`config.mk`:
```
export PLATFORM = sky130hd
export DESIGN_NAME = tamsayi_bolme_birimi
export DESIGN_NICKNAME = d
export VERILOG_FILES = /design/src/rtl/tamsayi_bolme_birimi.sv
export SDC_FILE = /design/constraint.sdc
export NUM_CORES = 1
export LEC_CHECK = 0
export BUFFER_PORTS_ARGS = -buffer_cell sky130_fd_sc_hd__buf_2
export CAP_MARGIN = 0
export CORE_UTILIZATION = 40
export CTS_CLUSTER_SIZE = 24
export DETAILED_ROUTE_END_ITERATION = 8
export PLACE_DENSITY = 0.69
export SLEW_MARGIN = 5
export SYNTH_ARGS = -nofsm -noshare
export SYNTH_HDL_FRONTEND = slang
export SYNTH_SLANG_ARGS = --single-unit
```
`constraint.sdc`:
```
create_clock -name clk_g -period 5.6 [get_ports clk_g]
set_clock_uncertainty 0.1 [all_clocks]
set_input_delay 0.28 -clock clk_g [delete_from_list [all_inputs] [get_ports clk_g]]
set_output_delay 0.28 -clock clk_g [all_outputs]
set_load 0.02 [all_outputs]
```
`src/rtl/tamsayi_bolme_birimi.sv`:
```
// Tamsayi bolme birimi: 32-bit radix-2 restoring divider for DIV/DIVU/REM/REMU.
// Optional macro BOLME_ERKEN_BITIS_EN: divide-by-zero and signed overflow complete on the accepting edge.
module tamsayi_bolme_birimi (
    input  logic        clk_g,
    input  logic        rst_g,
    input  logic [3:0]  islev_kodu_g,
    input  logic [31:0] islec1_g,
    input  logic [31:0] islec2_g,
    input  logic        hazir_g,
    output logic        bitti_c,
    output logic [31:0] sonuc_c
);
    localparam int unsigned VERI_W  = 32;
    localparam int unsigned SAYAC_W = 5;
    localparam int unsigned KOD_W   = 4;

    typedef enum logic [1:0] {
        BOSTA   = 2'd0,
        HESAPLA = 2'd1,
        BITTI   = 2'd2
    } durum_t;

    durum_t              durum;
    logic [KOD_W-1:0]    islev_r;
    logic [VERI_W-1:0]   islec1_r;
    logic [VERI_W-1:0]   islec2_r;
    logic [SAYAC_W-1:0]  sayac;
    logic [VERI_W-1:0]   bolum;
    logic [VERI_W-1:0]   kalan;

    // Only the exact one-hot codes select signed or remainder behaviour; anything else is DIVU.
    function automatic logic isaretli_mi(input logic [KOD_W-1:0] kod);
        return (kod == 4'h1) || (kod == 4'h4);
    endfunction

    function automatic logic kalan_mi(input logic [KOD_W-1:0] kod);
        return (kod == 4'h4) || (kod == 4'h8);
    endfunction

    function automatic logic [VERI_W-1:0] mutlak(input logic isaretli, input logic [VERI_W-1:0] x);
        return (isaretli && x[VERI_W-1]) ? VERI_W'(-x) : x;
    endfunction

    function automatic logic ozel_mi(input logic [KOD_W-1:0] kod,
                                     input logic [VERI_W-1:0] a,
                                     input logic [VERI_W-1:0] b);
        return (b == '0) ||
               (isaretli_mi(kod) && (a == {1'b1, {(VERI_W-1){1'b0}}}) && (b == '1));
    endfunction

    function automatic logic [VERI_W-1:0] ozel_sonuc(input logic [KOD_W-1:0] kod,
                                                     input logic [VERI_W-1:0] a,
                                                     input logic [VERI_W-1:0] b);
        if (b == '0)
            return kalan_mi(kod) ? a : '1;
        return kalan_mi(kod) ? '0 : {1'b1, {(VERI_W-1){1'b0}}};
    endfunction

    logic                isaretli;
    logic                kalan_islem;
    logic                bolum_negatif;
    logic [VERI_W-1:0]   bolen_mutlak;
    logic [VERI_W:0]     kaydir;
    logic [VERI_W:0]     fark;
    logic [VERI_W-1:0]   yeni_kalan;
    logic [VERI_W-1:0]   yeni_bolum;
    logic [VERI_W-1:0]   bolum_sonuc;
    logic [VERI_W-1:0]   kalan_sonuc;
    logic [VERI_W-1:0]   son_sonuc;

    // One restoring step plus the sign-corrected result of the step that would finish now.
    always_comb begin
        son_sonuc     = '0;
        isaretli      = isaretli_mi(islev_r);
        kalan_islem   = kalan_mi(islev_r);
        bolen_mutlak  = mutlak(isaretli, islec2_r);
        kaydir        = {kalan, bolum[VERI_W-1]};
        fark          = kaydir - {1'b0, bolen_mutlak};
        yeni_kalan    = fark[VERI_W] ? kaydir[VERI_W-1:0] : fark[VERI_W-1:0];
        yeni_bolum    = {bolum[VERI_W-2:0], ~fark[VERI_W]};
        bolum_negatif = isaretli && (islec1_r[VERI_W-1] ^ islec2_r[VERI_W-1]);
        bolum_sonuc   = bolum_negatif ? VERI_W'(-yeni_bolum) : yeni_bolum;
        kalan_sonuc   = (isaretli && islec1_r[VERI_W-1]) ? VERI_W'(-yeni_kalan) : yeni_kalan;
        if (ozel_mi(islev_r, islec1_r, islec2_r))
            son_sonuc = ozel_sonuc(islev_r, islec1_r, islec2_r);
        else
            son_sonuc = kalan_islem ? kalan_sonuc : bolum_sonuc;
    end

    always_ff @(posedge clk_g or negedge rst_g) begin
        if (!rst_g) begin
            durum    <= BOSTA;
            islev_r  <= '0;
            islec1_r <= '0;
            islec2_r <= '0;
            sayac    <= '0;
            bolum    <= '0;
            kalan    <= '0;
            bitti_c  <= 1'b0;
            sonuc_c  <= '0;
        end else begin
            case (durum)
                BOSTA, BITTI: begin
                    bitti_c <= 1'b0;
                    durum   <= BOSTA;
                    if (hazir_g) begin
                        islev_r  <= islev_kodu_g;
                        islec1_r <= islec1_g;
                        islec2_r <= islec2_g;
                        sayac    <= '0;
                        bolum    <= mutlak(isaretli_mi(islev_kodu_g), islec1_g);
                        kalan    <= '0;
`ifdef BOLME_ERKEN_BITIS_EN
                        if (ozel_mi(islev_kodu_g, islec1_g, islec2_g)) begin
                            durum   <= BITTI;
                            bitti_c <= 1'b1;
                            sonuc_c <= ozel_sonuc(islev_kodu_g, islec1_g, islec2_g);
                        end else begin
                            durum   <= HESAPLA;
                        end
`else
                        durum    <= HESAPLA;
`endif
                    end
                end
                HESAPLA: begin
                    bolum <= yeni_bolum;
                    kalan <= yeni_kalan;
                    sayac <= sayac + SAYAC_W'(1);
                    if (sayac == SAYAC_W'(VERI_W - 1)) begin
                        durum   <= BITTI;
                        bitti_c <= 1'b1;
                        sonuc_c <= son_sonuc;
                    end
                end
                default: begin
                    durum   <= BOSTA;
                    bitti_c <= 1'b0;
                end
            endcase
        end
    end

endmodule

```
=== Word level (Yosys, flattened, before mapping) ===
Cells that the tools add are included.

* Register bits: 172
* Latch bits: 0
* Bits in writable memories: 0
* ROM bits: 0
* Bits of input ports: 71
* Output and inout port bits: 33
* Word-level logic and storage cells: 70
* Memories: 0

* Add/subtract/negate cells: 6
* $mul: 0
* Div/mod/pow operators: 0
* Order comparisons: 0
* Equal/unequal tests: 12
* Shift-type cells: 0
* Multiplexer cells: 24
* Bitwise operators: 2
* Reduce and logical (&&, ||, !) cells: 17

{| class="wikitable"
|+ Operators by type and width
! kind !! count
|-
| two-way mux 32 bit || 13
|-
| negation 32 bit || 4
|-
| one-hot mux 32 bit (2 select lines) || 2
|-
| == test 32 bit (second input constant) || 2
|-
| subtractor 33 x 32 -> 33 bit || 1
|-
| zero test 32 bit || 1
|-
| one-hot mux 5 bit (2 select lines) || 1
|-
| == test 4 x 1 -> 1 bit (second input constant) || 2
|-
| == test 4 x 3 -> 1 bit (second input constant) || 2
|-
| logical AND 1 bit || 6
|-
| AND reduction 2 bit || 3
|-
| adder 5 x 1 -> 5 bit (second input constant) || 1
|-
| == test 5 bit (second input constant) || 1
|-
| two-way mux 1 bit || 5
|-
| two-way mux 5 bit || 1
|-
| == test 4 bit (second input constant) || 1
|-
| logical OR 1 bit || 4
|-
| != test 2 bit (second input constant) || 2
|-
| one-hot mux 2 bit (2 select lines) || 1
|-
| == test 2 x 1 -> 1 bit (second input constant) || 1
|-
| == test 2 bit (second input constant) || 1
|-
| zero test 2 bit || 1
|-
| two-way mux 2 bit || 1
|-
| nonzero test 2 bit || 1
|-
| other kinds (3) || 3
|}

=== Logic depth before layout (Yosys ltp) ===
* Depth after elaboration: 10
* Gate-level depth with buffers: 30
* Gate-level depth less buffers: 27

=== Least setup slack after synthesis ===
OpenSTA, ideal clock, no wires.

* Path kind: register to register
* Start point: reg islev_r[2]
* End point: reg sonuc_c[26]
* Library setup time: 132 ps
* Arrival: 5,868 ps
* Data required time: 5,368 ps
* Path slack: -499 ps
* Cell stages (with the launch flop): 26
* Buffers on the path: 5
* Clock period less this slack: 6,099 ps
* Cells stage by stage: dfrtp_1 -> xnor2_1 -> nor3_1 -> and2_1 -> clkbuf_1 -> clkbuf_1 -> o31ai_1 -> xor2_1 -> ha_1 -> clkbuf_1 -> nand4_1 -> or4_4 -> a21oi_4 -> o21a_2 -> nor2_4 -> inv_2 -> buf_2 -> buf_2 -> ha_1 -> nor3b_1 -> nand3_1 -> or2_2 -> o41ai_1 -> xnor2_1 -> a221oi_1 -> o21ai_1

* Cells in the longest elaborated chain, start to end: 10
* Elaborated cells between the ends (all ways): 24
* Classes of those cells: add/sub: 3; eq/ne: 3; mux: 9; bitwise: 1; reduce/logical: 8

{| class="wikitable"
|+ RTL lines
! what !! RTL line !! source
|-
| from (decl) || 24 || <nowiki>logic [KOD_W-1:0] islev_r;</nowiki>
|-
| from (signal assigned) || 107 || <nowiki>islev_r <= islev_kodu_g;</nowiki>
|-
| == test 4 x 1 -> 1 bit / == test 4 x 3 -> 1 bit (equally long branches) || 33, 37 ||
|-
| logical OR 1 bit || 33 || <nowiki>return (kod == 4'h1) || (kod == 4'h4);</nowiki>
|-
| logical AND 1 bit || 41 || <nowiki>return (isaretli && x[VERI_W-1]) ? VERI_W'(-x) : x;</nowiki>
|-
| two-way mux 32 bit || 41 ||
|-
| subtractor 33 x 32 -> 33 bit || 78 || <nowiki>fark = kaydir - {1'b0, bolen_mutlak};</nowiki>
|-
| two-way mux 32 bit / inverter 1 bit (equally long branches) || 79, 80 ||
|-
| negation 32 bit (on tied branches) || 83, 82 ||
|-
| two-way mux 32 bit (on tied branches) || 83, 82 ||
|-
| two-way mux 32 bit || 87 || <nowiki>son_sonuc = kalan_islem ? kalan_sonuc : bolum_sonuc;</nowiki>
|-
| two-way mux 32 bit * || 84 || <nowiki>if (ozel_mi(islev_r, islec1_r, islec2_r))</nowiki>
|-
| to (signal assigned) || 133 || <nowiki>sonuc_c <= son_sonuc;</nowiki>
|-
| to (decl) || 11 || <nowiki>output logic [31:0] sonuc_c</nowiki>
|}

Every way passes the cells marked *; elsewhere a longest branch is shown, timed or not. The select of a mux whose other input is x is not followed.
A chain may end at the register's enable or synchronous reset.

=== Worst setup path in the final report ===
* Start point: reg islec2_r[3]
* End point: reg sonuc_c[30]

* Cells in the longest elaborated chain, start to end: 8
* Elaborated cells between the ends (all ways): 18
* Classes of those cells: add/sub: 4; eq/ne: 1; mux: 9; bitwise: 1; reduce/logical: 3

{| class="wikitable"
|+ RTL lines
! what !! RTL line !! source
|-
| from (decl) || 26 || <nowiki>logic [VERI_W-1:0] islec2_r;</nowiki>
|-
| from (signal assigned) || 109 || <nowiki>islec2_r <= islec2_g;</nowiki>
|-
| negation 32 bit || 41 ||
|-
| two-way mux 32 bit || 41 ||
|-
| subtractor 33 x 32 -> 33 bit || 78 ||
|-
| two-way mux 32 bit / inverter 1 bit (equally long branches) || 79, 80 ||
|-
| negation 32 bit (on tied branches) || 83, 82 ||
|-
| two-way mux 32 bit (on tied branches) || 83, 82 ||
|-
| two-way mux 32 bit || 87 ||
|-
| two-way mux 32 bit * || 84 ||
|}

Marked as above.

==> summary by stage <==
Drt
The final routed wirelength across all metal layers is between 40000 and 50000 um. After detailed routing, the number of vias per cell comes to 5.99. The remaining antenna violation count is 0. The vias after detailed routing is between 10k and 15k. The detailed-route DRC error count is 0. For this run, the detailed router's first-pass iteration total came to 6.

The number of violations reported at the end of detailed-routing iteration 0 is 1466. The detail-routed net length per standard cell is 20.3 um.

Clocking
For this design, the sink count on the clock tree is about 170. The maximum clock path buffer count is 2. The buffer cell driving the clock tree root is sky130_fd_sc_hd__clkbuf_16. The clock-pin slew of the registers on the worst-case setup and hold paths is 0.07 ns. The maximum level of the CTS H-tree is 4. The clock tree from TritonCTS is yes. Clock tree synthesis inserted a total of 17 buffers. The clock latency of the later-clocked register in the worst-skew pair is 0.44 ns.

Logic synthesis
Counting distinct cell types in the post-synthesis netlist gives slightly above 90. For this run, the leading register cell type out of synthesis is sky130_fd_sc_hd__dfrtp_1. Yosys mapped a number of flops with a built-in enable equal to 0. Of the post-synthesis cell area, the dominant cell type holds 33.7%. The cell area that synthesis handed to floorplanning was roughly 0.013 mm^2. A synthesized cell averages 7.93 um^2. The number of warnings issued by yosys is 0.

Of the post-synthesis cell area, the part taken by muxes is 2.16%. The xor/xnor share of the synthesized area is 9.37%. After synthesis, the share of flip-flops with an asynchronous set or reset is 100%. By area, the combinational part of the netlist is dominated by compound AO/OA/AOI/OAI gates.

Ranked by total cell area, the synthesized netlist is headed by sky130_fd_sc_hd__dfrtp_1 34%, sky130_fd_sc_hd__nand2_1 9.0%, sky130_fd_sc_hd__o21ai_0 5.8%. Of the total synthesized cell area, the portion taken by full adders, half adders and majority gates is 4.00%. Summing the areas of all compound-gate instances in the mapped netlist gives roughly a quarter of the synthesized area. The number of synthesized register bits is about 170.

The number of nets in the synthesized netlist is 1713. The cell count after synthesis came out at 1602. The sequential-to-total area share from yosys stat is 33.7%.

Of the total synthesized cell area, the portion taken by AND, OR, NAND and NOR gates is between 20 and 25%. The synthesized design spends more area on one cell type than any other, namely sky130_fd_sc_hd__dfrtp_1.

Timing
The final max-slew violation count is 0. The hold violation total from the final report was 0. The final setup violation count is 0. The transition at the pin with the smallest max-transition slack is 1.21 ns.

Summed over all failing endpoints, the final setup total negative slack is 0 ns. Setup repair after global routing could not meet its margin everywhere. The period utilization is 97.5%. Subtracting the final worst setup slack from the clock period gives around 5.5 ns. The worst pin sits at a relative slew slack of 19.6%. The maximum clock frequency is 183 MHz. The worst hold margin is around 0.013 ns.

Global routing
The first global-routing pass estimated 68800 um of wire. The met3 usage is under 10%. The overall routing resource usage is 26.9%. The number of global-route vias before repair was 12.3k.

For this run, global-route usage on met2 was measured as ~43%. Summed over all layers, the global routing overflow is 0. Entering global routing, the biggest net connects 91 pins.

The met1 usage in global routing is 35.7%. The most used routing layer is met2. The number of antenna violations at the first check in global routing is 0.

Place
At the end of routability-driven placement, the weighted congestion stood at 1.02. The number of placed instances, taps included, is 2083. The HPWL after detailed placement is 33300 um. During placement, the flow inserted port buffers numbering 103. Summing all placed instances gives a cell area of around 0.014 mm^2.

Floorplanning
The die covers around 0.032 mm^2. The total I/O pin count is 104. The initial core utilization is 41.1%. The vertical die dimension is 180 um.

Row generation in the floorplan step produced 64 rows. The die width is 180 um. The total core area is 0.0309 mm^2.

Layout
The area added between synthesis and finish is 20.8%. Once layout is complete, the cells apart from fillers number 2178. The library cell used most frequently in the layout, excluding fill and tap cells, is sky130_fd_sc_hd__nand2_1. The number of antenna diodes is 0. Once layout is done, the placed cells without fillers occupy 0.0153 mm^2. In the layout the commonest cells are 306 x sky130_fd_sc_hd__nand2_1, 171 x sky130_fd_sc_hd__dfrtp_1, 146 x sky130_fd_sc_hd__o21ai_0. Of the cells placed in the final design, the portion with a size suffix greater than 1 is ~16%. For this run, the post-layout net count is 1880.

Setup path
The critical path data arrival time is 5.66 ns. The worst setup path is of the flip-flop to flip-flop kind. For the worst setup path, the data required time is 5.80 ns. The worst setup path is launched from a flip-flop. The element type at the critical path end is a flip-flop. The maximum fanout encountered on the critical timing path is 8.

Run status
The run finished with clean final reports.

Job
Max-cap violations in this run came to 0.

Hold path
The path class of the lowest-slack min-delay path is input pin to flip-flop.
final timing paths:
kind / start / cells past startpoint / to / slack [ns]
setup / recovery: islec2_r[3] / 23 / sonuc_c[30] / 0.14
hold / removal: islec1_g[14] / 3 / islec1_r[14] / 0.01
setup reg to reg: islec2_r[3] / 23 / sonuc_c[30] / 0.14
hold reg to reg: sonuc_c[3] / 1 / sonuc_c[3] / 0.39
max in group asynchronous: rst_g / 3 / kalan[6] / 3.81
min in group asynchronous: rst_g / 2 / islec1_r[12] / 0.33
cells by family (layout without fill, tap and decap cells):
| group | Yosys count | in the layout |
|---|---|---|
| simple gates | 618 | 618 |
| fa+ha+maj | 40 | 40 |
| xor+xnor | 136 | 136 |
| buf+inv | 121 | 301 |
| flops | 171 | 171 |
| mux | 27 | 27 |
| compound gates | 489 | 489 |
worst max-delay path, stage by stage, from the launching register on:
cell                       delay, ns
sky130_fd_sc_hd__dfrtp_1        0.45
sky130_fd_sc_hd__nor3_2         0.24
sky130_fd_sc_hd__nand2b_1       0.14
sky130_fd_sc_hd__nor4_4         0.23
sky130_fd_sc_hd__nand3_1        0.17
sky130_fd_sc_hd__buf_4          0.17
sky130_fd_sc_hd__o31ai_2        0.24
sky130_fd_sc_hd__xor2_1         0.10
sky130_fd_sc_hd__ha_1           0.36
sky130_fd_sc_hd__nand4_1        0.14
sky130_fd_sc_hd__or4_4          0.59
sky130_fd_sc_hd__a21oi_4        0.25
sky130_fd_sc_hd__o21a_2         0.19
sky130_fd_sc_hd__nor2_4         0.05
sky130_fd_sc_hd__inv_2          0.15
sky130_fd_sc_hd__mux2i_2        0.27
sky130_fd_sc_hd__ha_2           0.24
sky130_fd_sc_hd__nand3_1        0.09
sky130_fd_sc_hd__a21oi_2        0.14
sky130_fd_sc_hd__a41oi_2        0.10
sky130_fd_sc_hd__nor4_4         0.28
sky130_fd_sc_hd__a41oi_1        0.19
sky130_fd_sc_hd__xnor2_1        0.35
sky130_fd_sc_hd__o21ai_1        0.09
per-layer routing:
metal	routed length [um]	share of wire [%]
met1	18600	42
met3	3060	6.9
met5	0	0
met4	2220	5.0
met2	20400	46
cell type report:
cell class                 instances  area [um^2]
fill                            2999        15600
multi-input combinational       1310         8160
sequential                       171         4280
timing repair buffer             242         1710
tap                              396          495
clock buffer                      18          439
clock inverter                    14          160
inverter                          27          101
cell usage after synthesis, types with 32 or more instances:
master                     instances
sky130_fd_sc_hd__nand2_1         306
sky130_fd_sc_hd__dfrtp_1         171
sky130_fd_sc_hd__o21ai_0         147
sky130_fd_sc_hd__a21oi_1         116
sky130_fd_sc_hd__nor2_1          113
sky130_fd_sc_hd__clkbuf_1         77
sky130_fd_sc_hd__xor2_1           76
sky130_fd_sc_hd__xnor2_1          60
sky130_fd_sc_hd__ha_1             39
sky130_fd_sc_hd__nor3_1           34
sky130_fd_sc_hd__a22oi_1          32
through the flow:
step                      setup slack [ns]  util (%)
after detailed placement           -0.0227      45.1
final                                0.140      49.7
after global placement              0.0712      45.1
after global routing               -0.0524      49.7
after CTS                           0.0138      49.0
after floorplan                    0.00143         -
flip-flops by register name, summed over array words and instances, names as in the netlist:
name	cells
islev_r	4
sonuc_c	32
bolum	32
durum	1
islec1_r	32
sayac	5
islec2_r	32
kalan	32
bitti_c	1
timing repair:
item | 4_1_cts | 5_1_grt
gates cloned | 0 | 0
gates resized for setup | 3 | 33
buffers inserted | 0 | 5
pin swaps | 0 | 8
hold buffers | 58 | 0
setup endpoints to repair | 2 | 24
endpoints found under the hold margin | 131 | 0
Power is not shown: default switching activity piles up to over one toggle a cycle in this logic, so the estimate is an artifact.
